[config.mk]
export PLATFORM = sky130hd
export DESIGN_NAME = therm_seq_ctrl_flat
export DESIGN_NICKNAME = d
export VERILOG_FILES = /design/src/rtl/therm_pkg.sv /design/src/rtl/therm_seq_ctrl_if.sv /design/src/rtl/therm_frame_tx.sv /design/src/rtl/therm_seq_ctrl.sv /design/src/flat_wrapper.sv
export SDC_FILE = /design/constraint.sdc
export NUM_CORES = 1
export LEC_CHECK = 0
export ABC_AREA = 1
export CAP_MARGIN = 0
export CORE_MARGIN = 1
export CORE_UTILIZATION = 30
export CTS_CLUSTER_SIZE = 25
export DETAILED_ROUTE_END_ITERATION = 16
export GPL_TIMING_DRIVEN = 1
export PLACE_DENSITY = 0.6
export SYNTH_ARGS = -nofsm -noshare
export SYNTH_HDL_FRONTEND = slang
export SYNTH_SLANG_ARGS = --single-unit
[constraint.sdc]
create_clock -name clk -period 4.3 [get_ports clk]
set_clock_uncertainty 0.1 [all_clocks]
set_input_delay 0.43 -clock clk [delete_from_list [all_inputs] [get_ports clk]]
set_output_delay 0.43 -clock clk [all_outputs]
set_load 0.02 [all_outputs]
[src/rtl/therm_pkg.sv]
// ============================================================================
//  Module  : therm_pkg
//  Brief   : Shared constants, state encoding and helpers for the thermometer
//            sequencer. THERM_SEQ_CHECKSUM_EN selects the 4-byte frame.
//  Rev     : 1.0
// ============================================================================
`default_nettype none

package therm_pkg;

    localparam logic [7:0] SYNC_BYTE = 8'hA5;

`ifdef THERM_SEQ_CHECKSUM_EN
    localparam int FRAME_LEN = 4;
`else
    localparam int FRAME_LEN = 3;
`endif

    typedef enum logic [2:0] {
        ST_IDLE    = 3'd0,
        ST_SETTLE  = 3'd1,
        ST_GATE    = 3'd2,
        ST_HOLD    = 3'd3,
        ST_CAPTURE = 3'd4,
        ST_SEND    = 3'd5,
        ST_WAIT    = 3'd6
    } therm_seq_state_t;

    function automatic int max_of4(input int a, input int b, input int c, input int d);
        int m;
        m = a;
        if (b > m) m = b;
        if (c > m) m = c;
        if (d > m) m = d;
        return m;
    endfunction

endpackage

`default_nettype wire

[src/rtl/therm_seq_ctrl_if.sv]
// ============================================================================
//  Module  : therm_seq_ctrl_if
//  Brief   : Byte valid/ready bus from the sequencer to the UART transmitter.
//  Rev     : 1.0
// ============================================================================
`default_nettype none

interface therm_seq_ctrl_if ();
    logic [7:0] tx_data;
    logic       tx_valid;
    logic       tx_ready;

    modport master (output tx_data, output tx_valid, input tx_ready);
    modport slave  (input tx_data, input tx_valid, output tx_ready);
endinterface

`default_nettype wire

[src/rtl/therm_frame_tx.sv]
// ============================================================================
//  Module  : therm_frame_tx
//  Brief   : Loads a sample frame on a one-cycle pulse and streams it out over
//            valid/ready. THERM_SEQ_CHECKSUM_EN appends a checksum byte.
//  Rev     : 1.0
// ============================================================================
`default_nettype none

module therm_frame_tx
    import therm_pkg::*;
(
    input  wire logic        clk,
    input  wire logic        rst,
    input  wire logic        load,
    input  wire logic [15:0] cnt,
    therm_seq_ctrl_if.master tx,
    output logic             done
);

    logic [7:0] r_msb;
    logic [7:0] r_lsb;
    logic [1:0] r_idx;
    logic [7:0] r_data;
    logic       r_valid;
    logic       r_done;
`ifdef THERM_SEQ_CHECKSUM_EN
    logic [7:0] r_sum;
`endif

    logic       w_xfer;
    logic       w_last;
    logic [7:0] w_next_byte;

    assign w_xfer = r_valid & tx.tx_ready;
    assign w_last = (r_idx == 2'(FRAME_LEN - 1));

    // Byte that follows the one currently on the bus.
    always_comb begin
        w_next_byte = r_lsb;
        case (r_idx)
            2'd0:    w_next_byte = r_msb;
            2'd1:    w_next_byte = r_lsb;
`ifdef THERM_SEQ_CHECKSUM_EN
            2'd2:    w_next_byte = r_sum;
`endif
            default: w_next_byte = r_lsb;
        endcase
    end

    always_ff @(posedge clk or posedge rst) begin
        if (rst) begin
            r_msb   <= 8'd0;
            r_lsb   <= 8'd0;
            r_idx   <= 2'd0;
            r_data  <= 8'd0;
            r_valid <= 1'b0;
            r_done  <= 1'b0;
`ifdef THERM_SEQ_CHECKSUM_EN
            r_sum   <= 8'd0;
`endif
        end else begin
            r_done <= 1'b0;
            if (load) begin
                r_msb   <= cnt[15:8];
                r_lsb   <= cnt[7:0];
`ifdef THERM_SEQ_CHECKSUM_EN
                r_sum   <= SYNC_BYTE + cnt[15:8] + cnt[7:0];
`endif
                r_idx   <= 2'd0;
                r_data  <= SYNC_BYTE;
                r_valid <= 1'b1;
            end else if (w_xfer) begin
                if (w_last) begin
                    r_valid <= 1'b0;
                    r_done  <= 1'b1;
                end else begin
                    r_idx  <= r_idx + 2'd1;
                    r_data <= w_next_byte;
                end
            end
        end
    end

    assign tx.tx_data  = r_data;
    assign tx.tx_valid = r_valid;
    assign done        = r_done;

endmodule

`default_nettype wire

[src/rtl/therm_seq_ctrl.sv]
// ============================================================================
//  Module  : therm_seq_ctrl
//  Brief   : Ring-oscillator thermometer sequencer: settle, gate, hold,
//            capture, then frame the count to the UART (THERM_SEQ_CHECKSUM_EN
//            adds a checksum byte).
//  Rev     : 1.0
// ============================================================================
`default_nettype none

module therm_seq_ctrl
    import therm_pkg::*;
#(
    parameter int SETTLE_CYCLES   = 64,
    parameter int GATE_CYCLES     = 10000,
    parameter int HOLD_CYCLES     = 4,
    parameter int INTERVAL_CYCLES = 100000,
    parameter int CNT_W           = 16
) (
    input  wire logic             clk,
    input  wire logic             rst,
    input  wire logic             start,
    input  wire logic             auto_en,
    output logic                  ro_en,
    output logic                  ro_cnt_clr,
    input  wire logic [CNT_W-1:0] ro_cnt,
    therm_seq_ctrl_if.master      tx,
    output logic [CNT_W-1:0]      sample,
    output logic                  sample_valid,
    output logic                  busy
);

    localparam int c_MAX_CYC = max_of4(SETTLE_CYCLES, GATE_CYCLES, HOLD_CYCLES, INTERVAL_CYCLES);
    localparam int c_TW      = (c_MAX_CYC <= 2) ? 1 : $clog2(c_MAX_CYC);

    localparam logic [c_TW-1:0] c_SETTLE_LAST   = c_TW'(SETTLE_CYCLES - 1);
    localparam logic [c_TW-1:0] c_GATE_LAST     = c_TW'(GATE_CYCLES - 1);
    localparam logic [c_TW-1:0] c_HOLD_LAST     = c_TW'(HOLD_CYCLES - 1);
    localparam logic [c_TW-1:0] c_INTERVAL_LAST = c_TW'(INTERVAL_CYCLES - 1);

    if (CNT_W < 9 || CNT_W > 16) begin : g_cnt_w_check
        $error("therm_seq_ctrl: CNT_W must be in 9..16");
    end

    therm_seq_state_t r_state;
    therm_seq_state_t w_next;
    logic [c_TW-1:0]  r_cnt;
    logic             w_done;
    logic             w_load;

    always_comb begin
        w_next = r_state;
        case (r_state)
            ST_IDLE:    if (start || auto_en)         w_next = ST_SETTLE;
            ST_SETTLE:  if (r_cnt == c_SETTLE_LAST)   w_next = ST_GATE;
            ST_GATE:    if (r_cnt == c_GATE_LAST)     w_next = ST_HOLD;
            ST_HOLD:    if (r_cnt == c_HOLD_LAST)     w_next = ST_CAPTURE;
            ST_CAPTURE:                               w_next = ST_SEND;
            ST_SEND:    if (w_done)                   w_next = auto_en ? ST_WAIT : ST_IDLE;
            ST_WAIT: begin
                if (!auto_en)                         w_next = ST_IDLE;
                else if (r_cnt == c_INTERVAL_LAST)    w_next = ST_SETTLE;
            end
            default:                                  w_next = ST_IDLE;
        endcase
    end

    // Outputs are registered from the next state so they line up with it.
    always_ff @(posedge clk or posedge rst) begin
        if (rst) begin
            r_state      <= ST_IDLE;
            r_cnt        <= '0;
            ro_en        <= 1'b0;
            ro_cnt_clr   <= 1'b0;
            busy         <= 1'b0;
            sample_valid <= 1'b0;
            sample       <= '0;
        end else begin
            r_state      <= w_next;
            r_cnt        <= (w_next != r_state) ? '0 : r_cnt + c_TW'(1);
            ro_en        <= (w_next == ST_SETTLE) || (w_next == ST_GATE);
            ro_cnt_clr   <= (w_next == ST_SETTLE);
            busy         <= (w_next != ST_IDLE);
            sample_valid <= (w_next == ST_CAPTURE);
            if (w_next == ST_CAPTURE) begin
                sample <= ro_cnt;
            end
        end
    end

    assign w_load = (r_state == ST_CAPTURE);

    therm_frame_tx u_frame_tx (
        .clk  (clk),
        .rst  (rst),
        .load (w_load),
        .cnt  (16'(sample)),
        .tx   (tx),
        .done (w_done)
    );

endmodule

`default_nettype wire

[src/flat_wrapper.sv]
// flat-port wrapper written by rule: the top's interface ports become plain ports
module therm_seq_ctrl_flat import therm_pkg::*;
#(
    parameter int SETTLE_CYCLES   = 64,
    parameter int GATE_CYCLES     = 10000,
    parameter int HOLD_CYCLES     = 4,
    parameter int INTERVAL_CYCLES = 100000,
    parameter int CNT_W           = 16
)
  (clk, rst, start, auto_en, ro_en, ro_cnt_clr, ro_cnt, sample, sample_valid, busy, tx_tx_data, tx_tx_valid, tx_tx_ready);
  therm_seq_ctrl_if tx_i ();
  input  wire logic clk;
  input  wire logic rst;
  input  wire logic start;
  input  wire logic auto_en;
  output logic ro_en;
  output logic ro_cnt_clr;
  input  wire logic [CNT_W-1:0] ro_cnt;
  output logic [CNT_W-1:0] sample;
  output logic sample_valid;
  output logic busy;
  output wire logic [$bits(tx_i.tx_data)-1:0] tx_tx_data;
  output wire logic [$bits(tx_i.tx_valid)-1:0] tx_tx_valid;
  input wire logic [$bits(tx_i.tx_ready)-1:0] tx_tx_ready;
  assign tx_tx_data = tx_i.tx_data;
  assign tx_tx_valid = tx_i.tx_valid;
  assign tx_i.tx_ready = tx_tx_ready;
  therm_seq_ctrl #(.SETTLE_CYCLES(SETTLE_CYCLES), .GATE_CYCLES(GATE_CYCLES), .HOLD_CYCLES(HOLD_CYCLES), .INTERVAL_CYCLES(INTERVAL_CYCLES), .CNT_W(CNT_W)) u_core (.clk(clk), .rst(rst), .start(start), .auto_en(auto_en), .ro_en(ro_en), .ro_cnt_clr(ro_cnt_clr), .ro_cnt(ro_cnt), .tx(tx_i), .sample(sample), .sample_valid(sample_valid), .busy(busy));
endmodule
==> results of run 1 <==
[cells in the mapped netlist]
master     n  area [µm²]
xor2_1     9       78.83
nor4_1     2       12.51
buf_1      2       7.510
nor3_4     1       16.27
a31oi_1    4       25.02
inv_2      1       3.750
a21oi_1    1       5.000
nor3_1     2       10.01
o21ai_0   43       215.2
nor2_1    41       153.9
nand2_2    5       31.28
nor2_2     4       25.02
clkbuf_1   5       18.77
nand2_4    1       11.26
nand2_1   88       330.3
buf_12     1       20.02
nand3_2    2       20.02
mux2i_1    4       40.04
nand4_1    5       31.28
nor2_4    11       123.9
nand3_1   18       90.09
o21ai_1    1       5.000
dfrtp_1   68        1702
clkbuf_2   1       5.000
ha_1       3       37.54
inv_1     50       187.7
xnor2_1    1       8.760
[critical path, delay by kind of cell, from the launching register on]
| family | cells | cell delay, ns |
|---|---|---|
| flip-flops | 1 | 0.42 |
| AND/OR/NAND/NOR | 8 | 1.73 |
[cell families (layout without fill, tap and decap cells)]
kind of cell / after synthesis / count (layout) / share of synthesized area, %
AOI/OAI and AO/OA: 49 / 49 / 7.782
muxes: 4 / 4 / 1.245
DFF: 68 / 68 / 52.92
buffers and inverters: 60 / 117 / 7.549
adders and majority gates: 3 / 3 / 1.167
xor gates and xnor gates: 10 / 10 / 2.724
and+or+nand+nor: 180 / 180 / 26.62
[state kept, by name (all words and copies together) (netlist names)]
register and count:
u_core.r_cnt 17, u_core.sample_valid 1, u_core.ro_cnt_clr 1, u_core.u_frame_tx.tx.tx_valid 1
u_core.ro_en 1, u_core.r_state 3, u_core.u_frame_tx.r_idx 2, u_core.sample 16
u_core.u_frame_tx.r_msb 8, u_core.u_frame_tx.r_lsb 8, u_core.busy 1, u_core.u_frame_tx.tx.tx_data 8
u_core.u_frame_tx.done 1
[through the flow]
| step | power [mW] | setup slack (ns) |
|---|---|---|
| finish | 1.441 | 1.919 |
| global route | 1.515 | 1.628 |
| CTS | 1.464 | 1.870 |
| detailed placement | 0.9112 | 1.899 |
| floorplan | 0.8188 | 2.058 |
| global placement | 0.9086 | 1.962 |
[area by class of cell]
cell class,count,area [µm²]
tap,136,170.2
clock buffer,9,123.9
inverter,51,191.4
timing repair buffer,50,498.0
fill,1094,6334
sequential,68,1702
multi-input combinational,246,1271
clock inverter,7,80.08
[where the power goes]
part,internal (mW),switching (mW),total [mW]
sequential,0.671,0.0169,0.688
clock,0.276,0.273,0.549
combinational,0.0917,0.113,0.204
total,1.04,0.403,1.44
[metal layers]
metal  global-route usage, %  routed length [µm]
met1                   16.07                3026
met2                   19.83                2971
met3                   3.834                 365
met4                   5.456                 116
met5                       0                   0
[worst paths after layout]
kind                                         from                         end  slack, ns  cells after the start
worst max-delay path            u_core.r_state[0]            u_core.r_cnt[16]       1.92                      8
worst min-delay path              u_core.r_cnt[0]             u_core.r_cnt[0]       0.36                      1
worst max register to register  u_core.r_state[0]            u_core.r_cnt[16]       1.92                      8
worst min register to register    u_core.r_cnt[0]             u_core.r_cnt[0]       0.36                      1
max in group asynchronous                     rst  u_core.u_frame_tx.r_msb[3]       2.75                      3
min in group asynchronous                     rst            u_core.sample[1]       0.50                      2
[layout by cell type (no fill, tap or decap), drive strengths merged]
cell | Yosys | routed
nand2 | 94 | 94
dfrtp | 68 | 68
nor2 | 56 | 56
inv | 51 | 55
clkdlybuf4s50 | 0 | 49
o21ai | 44 | 44
nand3 | 20 | 20
xor2 | 9 | 9
clkbuf | 6 | 9
nand4 | 5 | 5
a31oi | 4 | 4
mux2i | 4 | 4
ha | 3 | 3
nor3 | 3 | 3
nor4 | 2 | 2
clkinvlp | 0 | 2
xnor2 | 1 | 1
a21oi | 1 | 1
bufinv | 0 | 1
buf | 3 | 1
==> results.json, run 1 <==
{
  "cpPeakStageDelay_ns": 0.57,
  "tns_ns": 0,
  "fmax_mhz": 420.0,
  "drc": 0,
  "final_util_pct": 38.92,
  "path_clk_slew_ns": 0.09,
  "slowest_stage": "nand2_1",
  "place_area_um2": 3832,
  "area.growth.synth_to_final_pct": 25.53,
  "post_cts_buffers": 0,
  "drt_iter0_markers": 80,
  "vias_per_cell": 4.448,
  "yosysSeqAreaShare_pct": 52.92,
  "design_area_um2": 4036,
  "synthesis.nets": 398,
  "dpl.hpwl_mm": 4.713,
  "grt_pass1_wl_mm": 11.26,
  "leakage_nw": 1.847,
  "min_period_over_period_pct": 55.37,
  "clockBufferDepth": 2,
  "setup_violations": 0,
  "fp.dieW_um": 105.5,
  "ant_nets": 0,
  "clock-sinks": 68,
  "max_slew_margin_pct": 37.43,
  "hold_path_class": "reg2reg",
  "cts_max_level": 3,
  "rsz0062_at_grt": "no",
  "cp-end-kind": "register",
  "dp.cells": 551,
  "clk-insertion-delay-late_ns": 0.35,
  "diodes": 0,
  "cp_data_arrival_time_ns": 2.50,
  "num-nets-final": 450,
  "wl_mm": 6.480,
  "avgSynthCellArea_um2": 8.598,
  "power_density_nw_per_um2": 357.1,
  "overflow": 0,
  "fin_crit_ns": 2.381,
  "grt_max_degree": 47,
  "first_pass_iters": 4,
  "cp-start-kind": "register",
  "io_pins": 50,
  "drv_slew": 0,
  "start_util_pct": 31.01,
  "place_congestion": 0.8497,
  "clock-root-buffer": "clkbuf_8",
  "ys_types": 27,
  "num_rows": 37,
  "cts_tree": "built",
  "status": "complete, no violations",
  "postSynthCellCount": 374,
  "timing_worst_slew_pin_value_ns": 0.9363,
  "numCtsBuffers": 9,
  "worst_hold_slack_ns": 0.3628,
  "die_area_um2": 11140,
  "postCtsResizedCells": 0,
  "cp_common_cell": "nand2_1",
  "grt_usage_pct": 12.62,
  "vdd_drop_max_uv": 177.6,
  "ys_ff_latch": 68,
  "drive_gt1_share_pct": 9.977,
  "worstPathCellList": "nor2_1 -> nand2_1 -> nand2_1 -> nor2_4 -> nand2_1 -> nand2_1 -> nand2_4 -> nor2_1",
  "stdcell_count": 567,
  "yosysWarnings": 0,
  "antenna_found_initial": 0,
  "cap_violations": 0,
  "crit_fanout": 36,
  "critPathKind": "reg2reg",
  "grt_pass1_vias": 2525,
  "netlist_area_um2": 3216,
  "via_count": 2522,
  "wl_per_cell_um": 11.43,
  "core-area_um2": 10370,
  "die_height_um": 105.5,
  "cts_hold_buf": 0,
  "port_buffers": 49,
  "crit_required_ns": 4.42,
  "final_hold_viol_count": 0
}
(Power assumes the default switching activity.)
==> run 2, diff against run 1 <==
--- a/config.mk
+++ b/config.mk
@@ -12,7 +12,7 @@
 export CTS_CLUSTER_SIZE = 25
 export DETAILED_ROUTE_END_ITERATION = 16
 export GPL_TIMING_DRIVEN = 1
-export PLACE_DENSITY = 0.6
+export PLACE_DENSITY = 0.61
 export SYNTH_ARGS = -nofsm -noshare
 export SYNTH_HDL_FRONTEND = slang
 export SYNTH_SLANG_ARGS = --single-unit
==> constraint.sdc (replaced) <==
create_clock -name clk -period 1.95 [get_ports clk]
set_clock_uncertainty 0.1 [all_clocks]
set_input_delay 0.195 -clock clk [delete_from_list [all_inputs] [get_ports clk]]
set_output_delay 0.195 -clock clk [all_outputs]
set_load 0.02 [all_outputs]
==> results.json, run 2 (synthesis gave the netlist of run 1 again) <==
{
  "leakage_nw": 1.955,
  "ant_nets": 0,
  "worstPathCellList": "ha_4 -> inv_4 -> nor2_2 -> nand2_1 -> nor2_2 -> nand2_1 -> nand2_2 -> nand3_4 -> o21ai_2 -> nand2_2 -> nand2_4 -> buf_12 -> nor2_4",
  "crit_fanout": 7,
  "top_register": "u_core.r_cnt",
  "cts_max_level": 3,
  "vias_per_cell": 4.409,
  "cap_violations": 0,
  "cp_data_arrival_time_ns": 1.97,
  "grt_pass1_wl_mm": 11.67,
  "cp-start-kind": "register",
  "cts_tree": "built",
  "status": "complete, no violations",
  "drive_gt1_share_pct": 17.63,
  "hold_path_class": "in2async",
  "largest_registers": "u_core.r_cnt x17, u_core.sample x16",
  "clock-sinks": 68,
  "multi_input_area_um2": 1343,
  "first_pass_iters": 4,
  "max_slew_margin_pct": 68.73,
  "fmax_mhz": 539.4,
  "crit_family": "simple AND/OR/NAND/NOR gates",
  "crit_required_ns": 2.06,
  "clockBufferDepth": 2,
  "mostFrequentLayoutCell": "nand2_1",
  "diodes": 0,
  "fp.dieW_um": 105.5,
  "numCtsBuffers": 9,
  "vdd_drop_max_uv": 428.6,
  "largest_reg_flops": 17,
  "start_util_pct": 31.01,
  "critPathKind": "reg2reg",
  "area.growth.synth_to_final_pct": 34.12,
  "rr_worst_depth": 13,
  "slowest_stage": "dfrtp_1",
  "final_hold_viol_count": 0,
  "drc": 0,
  "clock-root-buffer": "clkbuf_8",
  "grt_max_degree": 34,
  "rsz0062_at_grt": "yes",
  "critPathBufInv": 2,
  "drv_slew": 0,
  "drt_iter0_markers": 92,
  "die_height_um": 105.5,
  "num_rows": 37,
  "via_count": 2575,
  "io_pins": 50,
  "final_cell_mix": "nand2_1 (85), dfrtp_1 (64), inv_1 (49), clkdlybuf4s50_1 (49), o21ai_0 (42)",
  "dpl.hpwl_mm": 4.939,
  "crit_cells": 13,
  "seq_area_um2": 1707,
  "die_area_um2": 11140,
  "path_clk_slew_ns": 0.08,
  "port_buffers": 49,
  "power_density_nw_per_um2": 752.7,
  "overflow": 0,
  "worst_hold_slack_ns": 0.1259,
  "cpPeakStageDelay_ns": 0.39,
  "timing_worst_slew_pin_value_ns": 0.4680,
  "num-nets-final": 468,
  "clk-insertion-delay-late_ns": 0.34,
  "grt_pass1_vias": 2514,
  "grt_usage_pct": 13.28,
  "place_congestion": 0.8088,
  "wl_per_cell_um": 11.61,
  "min_period_over_period_pct": 95.08,
  "wl_mm": 6.781,
  "setup_violations": 0,
  "finalPower_mw": 3.247,
  "fin_crit_ns": 1.854,
  "cp-end-kind": "register",
  "core-area_um2": 10370,
  "cts_hold_buf": 0,
  "antenna_found_initial": 0,
  "n_fill_cell": 1068
}
[run 2: metal layers]
layer / routed length (µm) / global-route usage, %
met5: 0 / 0
met4: 59 / 4.762
met3: 373 / 3.772
met2: 3172 / 21.48
met1: 3176 / 16.95
[run 2: path summary, 6_finish.rpt]
check | slack, ns | startpoint | end
setup / recovery | 0.1 | u_core.r_cnt[1] | u_core.r_cnt[9]
hold / removal | 0.13 | rst | u_core.sample_valid
setup reg to reg | 0.1 | u_core.r_cnt[1] | u_core.r_cnt[9]
hold reg to reg | 0.39 | u_core.u_frame_tx.r_lsb[7] | u_core.u_frame_tx.r_lsb[7]
max in group asynchronous | 1.10 | rst | u_core.r_cnt[7]
min in group clk | 0.31 | ro_cnt[3] | u_core.sample[3]
[run 2: power breakdown]
group          leakage (nW)  switching (mW)  internal [mW]  total [mW]
clock                 0.102           0.552          0.715        1.27
combinational          1.04           0.254          0.208       0.462
sequential            0.812          0.0376           1.48        1.52
[run 2: final cells by class]
class / instances / area share (%)
well taps: 136 / 3.945
flip-flops and latches: 68 / 39.57
clock inverters: 6 / 2.060
repair buffers: 68 / 15.84
multi-input cells: 246 / 31.13
clock buffers: 9 / 2.872
inverters: 51 / 4.584
[run 2: worst register-to-register path, stage by stage (launching register included)]
cell     delay [ns]
dfrtp_1        0.39
ha_4           0.18
inv_4          0.05
nor2_2         0.07
nand2_1        0.06
nor2_2         0.09
nand2_1        0.07
nand2_2        0.09
nand3_4        0.09
o21ai_2        0.15
nand2_2        0.08
nand2_4        0.11
buf_12         0.16
nor2_4         0.04
[run 2: stage by stage]
| stage | instances | cell area [µm²] | util, % | TNS (ns) | worst slack [ns] |
|---|---|---|---|---|---|
| 2_1_floorplan | 374 | 3219 | - | 0 | 0.1246 |
| 3_3_place_gp | 566 | 3999 | 38.56 | 0 | 0.03419 |
| 3_5_place_dp | 566 | 3999 | 38.56 | -0.1291 | -0.02736 |
| 4_1_cts | 582 | 4222 | 40.71 | 0 | 0.001605 |
| 5_1_grt | 584 | 4313 | 41.59 | -0.2179 | -0.03454 |
| 6_report | 584 | 4313 | 41.59 | 0 | 0.09597 |
[run 2: repair_timing]
| item | 4_1_cts | 5_1_grt |
|---|---|---|
| pin swaps | 0 | 4 |
| gates cloned | 0 | 0 |
| buffers inserted | 1 | 2 |
| gates resized for setup | 1 | 24 |
| setup endpoints to repair | 15 | 21 |
